<file path="src/rtl/disp_pkg.sv">
// Shared widths and FSM state type for the display digit write arbiter.
// The CLEAR state exists only when DISP_CLEAR_EN is defined.
package disp_pkg;

    localparam int SEL_W      = 3;
    localparam int NUM_W      = 4;
    localparam int NUM_DIGITS = 8;

`ifdef DISP_CLEAR_EN
    typedef enum logic [1:0] {
        ST_IDLE  = 2'd0,
        ST_WRITE = 2'd1,
        ST_CLEAR = 2'd2
    } state_e;
`else
    typedef enum logic [1:0] {
        ST_IDLE  = 2'd0,
        ST_WRITE = 2'd1
    } state_e;
`endif

endpackage

</file>
<file path="src/rtl/rr_arb2.sv">
// Combinational two-requester round-robin pick.
// On contention the requester that was not granted last wins.
module rr_arb2 (
    input  logic [1:0] valid_i,
    input  logic       last_i,
    output logic [1:0] grant_o
);

    always_comb begin
        if (valid_i == 2'b11) begin
            grant_o = last_i ? 2'b01 : 2'b10;
        end else begin
            grant_o = valid_i;
        end
    end

endmodule

</file>
<file path="src/rtl/disp_wr_arbiter.sv">
// Arbitrates two digit-write requesters onto a single display memory write port.
// Optional clear-all sequence is enabled by defining DISP_CLEAR_EN.
module disp_wr_arbiter
    import disp_pkg::*;
#(
    parameter logic [NUM_W-1:0] CLR_VALUE = 4'h0
) (
    input  logic             clk,
    input  logic             reset,
    input  logic             req0_valid,
    input  logic [SEL_W-1:0] req0_sel,
    input  logic [NUM_W-1:0] req0_num,
    output logic             req0_ready,
    input  logic             req1_valid,
    input  logic [SEL_W-1:0] req1_sel,
    input  logic [NUM_W-1:0] req1_num,
    output logic             req1_ready,
`ifdef DISP_CLEAR_EN
    input  logic             clear_req,
`endif
    output logic             write,
    output logic [SEL_W-1:0] sel,
    output logic [NUM_W-1:0] num,
    output logic             busy
);

    state_e           state_q, state_d;
    logic [SEL_W-1:0] sel_q, sel_d;
    logic [NUM_W-1:0] num_q, num_d;
    logic             last_q, last_d;
    logic [1:0]       grant;
`ifdef DISP_CLEAR_EN
    logic [SEL_W-1:0] clr_cnt_q, clr_cnt_d;
`endif

    rr_arb2 u_rr_arb2 (
        .valid_i (reg_valid()),
        .last_i  (last_q),
        .grant_o (grant)
    );

    function automatic logic [1:0] reg_valid();
        return {req1_valid, req0_valid};
    endfunction

    always_comb begin
        // NOTE: every combinational output gets a default first so no path leaves it unassigned (no latches).
        state_d    = state_q;
        sel_d      = sel_q;
        num_d      = num_q;
        last_d     = last_q;
        req0_ready = 1'b0;
        req1_ready = 1'b0;
`ifdef DISP_CLEAR_EN
        clr_cnt_d  = clr_cnt_q;
`endif
        unique case (state_q)
            ST_IDLE: begin
`ifdef DISP_CLEAR_EN
                if (clear_req) begin
                    state_d   = ST_CLEAR;
                    sel_d     = '0;
                    num_d     = CLR_VALUE;
                    clr_cnt_d = '0;
                end else
`endif
                if (|grant) begin
                    state_d    = ST_WRITE;
                    req0_ready = grant[0];
                    req1_ready = grant[1];
                    sel_d      = grant[1] ? req1_sel : req0_sel;
                    num_d      = grant[1] ? req1_num : req0_num;
                    last_d     = grant[1];
                end
            end
            ST_WRITE: begin
                state_d = ST_IDLE;
            end
`ifdef DISP_CLEAR_EN
            ST_CLEAR: begin
                // Counter wraps 7->0 on the final digit; sel stays on the last digit.
                clr_cnt_d = clr_cnt_q + SEL_W'(1);
                if (clr_cnt_q == SEL_W'(NUM_DIGITS - 1)) begin
                    state_d = ST_IDLE;
                end else begin
                    sel_d = clr_cnt_q + SEL_W'(1);
                end
            end
`endif
            default: begin
                state_d = ST_IDLE;
            end
        endcase

        if (reset) begin
            req0_ready = 1'b0;
            req1_ready = 1'b0;
        end
    end

    // NOTE: sequential state uses non-blocking assignments so all registers update from pre-edge values.
    always_ff @(posedge clk) begin
        if (reset) begin
            state_q   <= ST_IDLE;
            sel_q     <= '0;
            num_q     <= '0;
            last_q    <= 1'b1;
`ifdef DISP_CLEAR_EN
            clr_cnt_q <= '0;
`endif
        end else begin
            state_q   <= state_d;
            sel_q     <= sel_d;
            num_q     <= num_d;
            last_q    <= last_d;
`ifdef DISP_CLEAR_EN
            clr_cnt_q <= clr_cnt_d;
`endif
        end
    end

    assign write = (state_q != ST_IDLE);
    assign busy  = (state_q != ST_IDLE);
    assign sel   = sel_q;
    assign num   = num_q;

endmodule

</file>
<file path="config.mk">
export PLATFORM = sky130hd
export DESIGN_NAME = disp_wr_arbiter
export DESIGN_NICKNAME = d
export VERILOG_FILES = /design/src/rtl/disp_pkg.sv /design/src/rtl/rr_arb2.sv /design/src/rtl/disp_wr_arbiter.sv
export SDC_FILE = /design/constraint.sdc
export NUM_CORES = 1
export LEC_CHECK = 0
export CAP_MARGIN = 20
export CORE_AREA = 2 2 39 41
export DETAILED_ROUTE_END_ITERATION = 6
export DIE_AREA = 0 0 41 43
export PLACE_DENSITY = 0.78
export SLEW_MARGIN = 0
export SYNTH_ARGS = -nofsm -noshare
export SYNTH_HDL_FRONTEND = slang
export SYNTH_SLANG_ARGS = --single-unit
</file>
<file path="constraint.sdc">
create_clock -name clk -period 1.9 [get_ports clk]
set_input_delay 0.285 -clock clk [delete_from_list [all_inputs] [get_ports clk]]
set_output_delay 0.285 -clock clk [all_outputs]
set_load 0.1 [all_outputs]
</file>
==> results.toml, run 1 <==
[worst_setup_path]
timing.critical_path.max_delay_family = "buffers and inverters"
setup.worst_path.start_class = "input port"
critical_path.reg2reg.startpoint = "state_q[0]$_SDFFE_PP0P_"
r2r_cells = 3
critical_path_depth = 4
cp_max_fo = 6
worstPathBufferInverterCount = 2
cp-end-kind = "output port"
critical_path_class = "input port to output port"
worst-r2r-setup-slack_ns = 0.63
cpMaxStageDelayCell = "clkdlybuf4s50_1"
timing.critical_path.cells = "clkdlybuf4s50_1 -> nor2b_1 -> nor4b_4 -> buf_12"
worst_endpoint_data_arrival_time_ns = 1.44
worst-endpoint-required_ns = 1.62
worst_setup_path_startpoint = "req1_valid"
cp_slowest_stage_delay_ns = 0.47

[sta]
maxSlewViolCount = 0
slew_headroom_pct = 75.9
worst_pin_slew_ns = 0.360
layout_min_cycle_time_ns = 1.72
worst_hold_slack_ns = 0.498
finalWorstSetupSlack_ns = 0.178
finalSetupTns_ns = 0
final_count_of_hold_timing_violations = 0
rsz0062_at_grt = "false"
finalClockSkew_ns = 0.00326
final_report_setup_violation_count = 0
final.period_utilization_pct = 90.6
fmax_ghz = 0.581

[global_routing]
grt_start_max_net_pins = 15
grt_antenna_before_repair = 0
global_route.usage.total_pct = 17.0
grt_pass1_vias = 454
global_route_wire_length_before_repair_um = 1930
grt_overflow = 0

[clocking]
maximum_level_of_the_cts_h_tree = 1
tritoncts = "done"
cts_setup_buffers = 0
clk_transition_reported_paths_ns = 0.06
cts-hold-fix-buffers = 0
clkLatencyLatePin_ns = 0.26
cts_inserted_buffers = 3
post_cts.resized_instances = 0
clkSinkCount = 9
clock_tree.buffer_depth = 2
cts-root-buf = "clkbuf_4"

[hold_path]
hold_start = "num[2]$_SDFFE_PP0P_"
timing.hold.worst.class = "flip-flop to flip-flop"
worst_hold_path.num_cells = 2

[placement]
dpl_cell_area_sq_um = 781
place.detailed.instances = 96
half_perimeter_wire_length_after_placement_um = 861
place.port_buffers = 28
place.gp.congestion = 0.758
detailedPlace.worstSlack_ns = 0.176

[pwr]
power_leakage_nw = 0.331
irDropWorstVdd_v = 0.000321
p_per_area_nw_per_um2 = 837
final_total_pwr_mw = 0.675

[final_layout]
antennaDiodeCount = 0
layoutNonFillerInstCount = 100
finished_cell_area_sq_um = 807
layout-area-overhead-vs-synth_pct = 74.8
final_stage_net_count = 103
utilization_pct = 58.3
layout-drive-gt1-share_pct = 33.3

[routing]
detail_route.vias_per_cell = 4.86
drt_pass1_iterations = 2
dr.first_iter.drc_count = 1
antenna_violating_nets_post_route = 0
route.detailed.drc = 0
post_drt_wl_per_cell_um = 11.4
via_count = 486
route.final.wire_length_um = 1140

[floorplanning]
die_height_um = 43
core_area_sq_um = 1380
floorplan.initialDensity_pct = 33.4
chip_width_um = 41
num_rows = 14
io-pin-count = 29
die_area_sq_um = 1760

[synth]
syn_area_per_cell_sq_um = 8.71
synth_area_sq_um = 462
synth_top_cell_area_share_pct = 39.0
seq_total_area_yosys_pct = 39.0
seq_cells_post_synth = 9
synth.area.top_cells = "dfxtp_1 39%, nand2_1 12%, a311oi_2 9.8%, a311oi_1 7.6%, nor2_1 4.1%"
synth_fp_nets = 71
synth-warning-count = 0
synthesis.instances = 53
synth_top_area_cell = "dfxtp_1"
netlist-cell-type-count = 19

[outcome]
run_status = "completed"

[run]
drv.max_cap_violation_count = 0
## synth_stat cells, drive strengths merged
master / count
a21bo: 1
a21boi: 1
a311oi: 7
and2b: 1
buf: 3
clkbuf: 1
dfxtp: 9
nand2: 15
nand2b: 1
nor2: 8
nor2b: 1
nor3: 2
nor4b: 1
o21ba: 1
o22ai: 1
## flip-flops by register name (all words and copies together) (netlist names)
signal / count
state_q: 1
sel: 3
num: 4
last_q: 1
## tightest hold or removal path: stages, from the launching register on
cell and delay, ns:
dfxtp_1 0.31, nor2_1 0.09, a311oi_1 0.05
## power breakdown
group	leakage, nW	internal (mW)	switching [mW]
registers	0.0754	0.207	0.0152
clock network	0.0150	0.0811	0.0696
logic	0.241	0.0967	0.206
total	0.331	0.385	0.290
## worst paths after layout
check	to
worst max-delay path	req0_ready
worst min-delay path	num[2]$_SDFFE_PP0P_
worst max register to register	num[1]$_SDFFE_PP0P_
worst min register to register	num[2]$_SDFFE_PP0P_
## layer usage
metal | track usage [%] | up-vias | routed length [um]
met5 | 0 | - | 0
met4 | 14.0 | 0 | 47
met3 | 4.71 | 5 | 71
met2 | 22.8 | 21 | 539
met1 | 21.4 | 212 | 479
li1 | - | 248 | -
## cells in the final DEF (no fill, tap or decap)
cell type,count
a21bo_1,1
a21boi_2,1
a311oi_1,4
a311oi_2,3
and2b_1,1
buf_12,2
buf_4,12
clkbuf_1,1
clkbuf_4,3
clkdlybuf4s50_1,17
dfxtp_1,8
dfxtp_4,1
nand2_1,15
nand2b_1,1
nor2_1,5
nor2_2,3
nor2b_1,1
nor3_1,1
nor3_4,1
nor4b_4,1
o21ba_2,1
o22ai_1,1
## kinds of logic (layout without fill, tap and decap cells)
kind of cell    after synthesis  count (layout)  synth area share [%]
simple gates                 29              29                  28.7
buf+inv                       4              35                  6.77
flops                         9               9                  39.0
compound gates               11              11                  25.5
## final cells by class
type	instances	area, sq um
Fill cell	114	577
Timing Repair Buffer	31	300
Multi-Input combinational cell	40	277
Sequential cell	9	184
Clock buffer	4	26.3
Tap cell	16	20.0
Note: power is estimated with default switching activity, not from simulation.
==> inputs of run 2 (changes only) <==
GPL_ROUTABILITY_DRIVEN = 0   (was default)
==> results of run 2 <==
No change in the layout: final DEF, timing and power equal those of run 1.
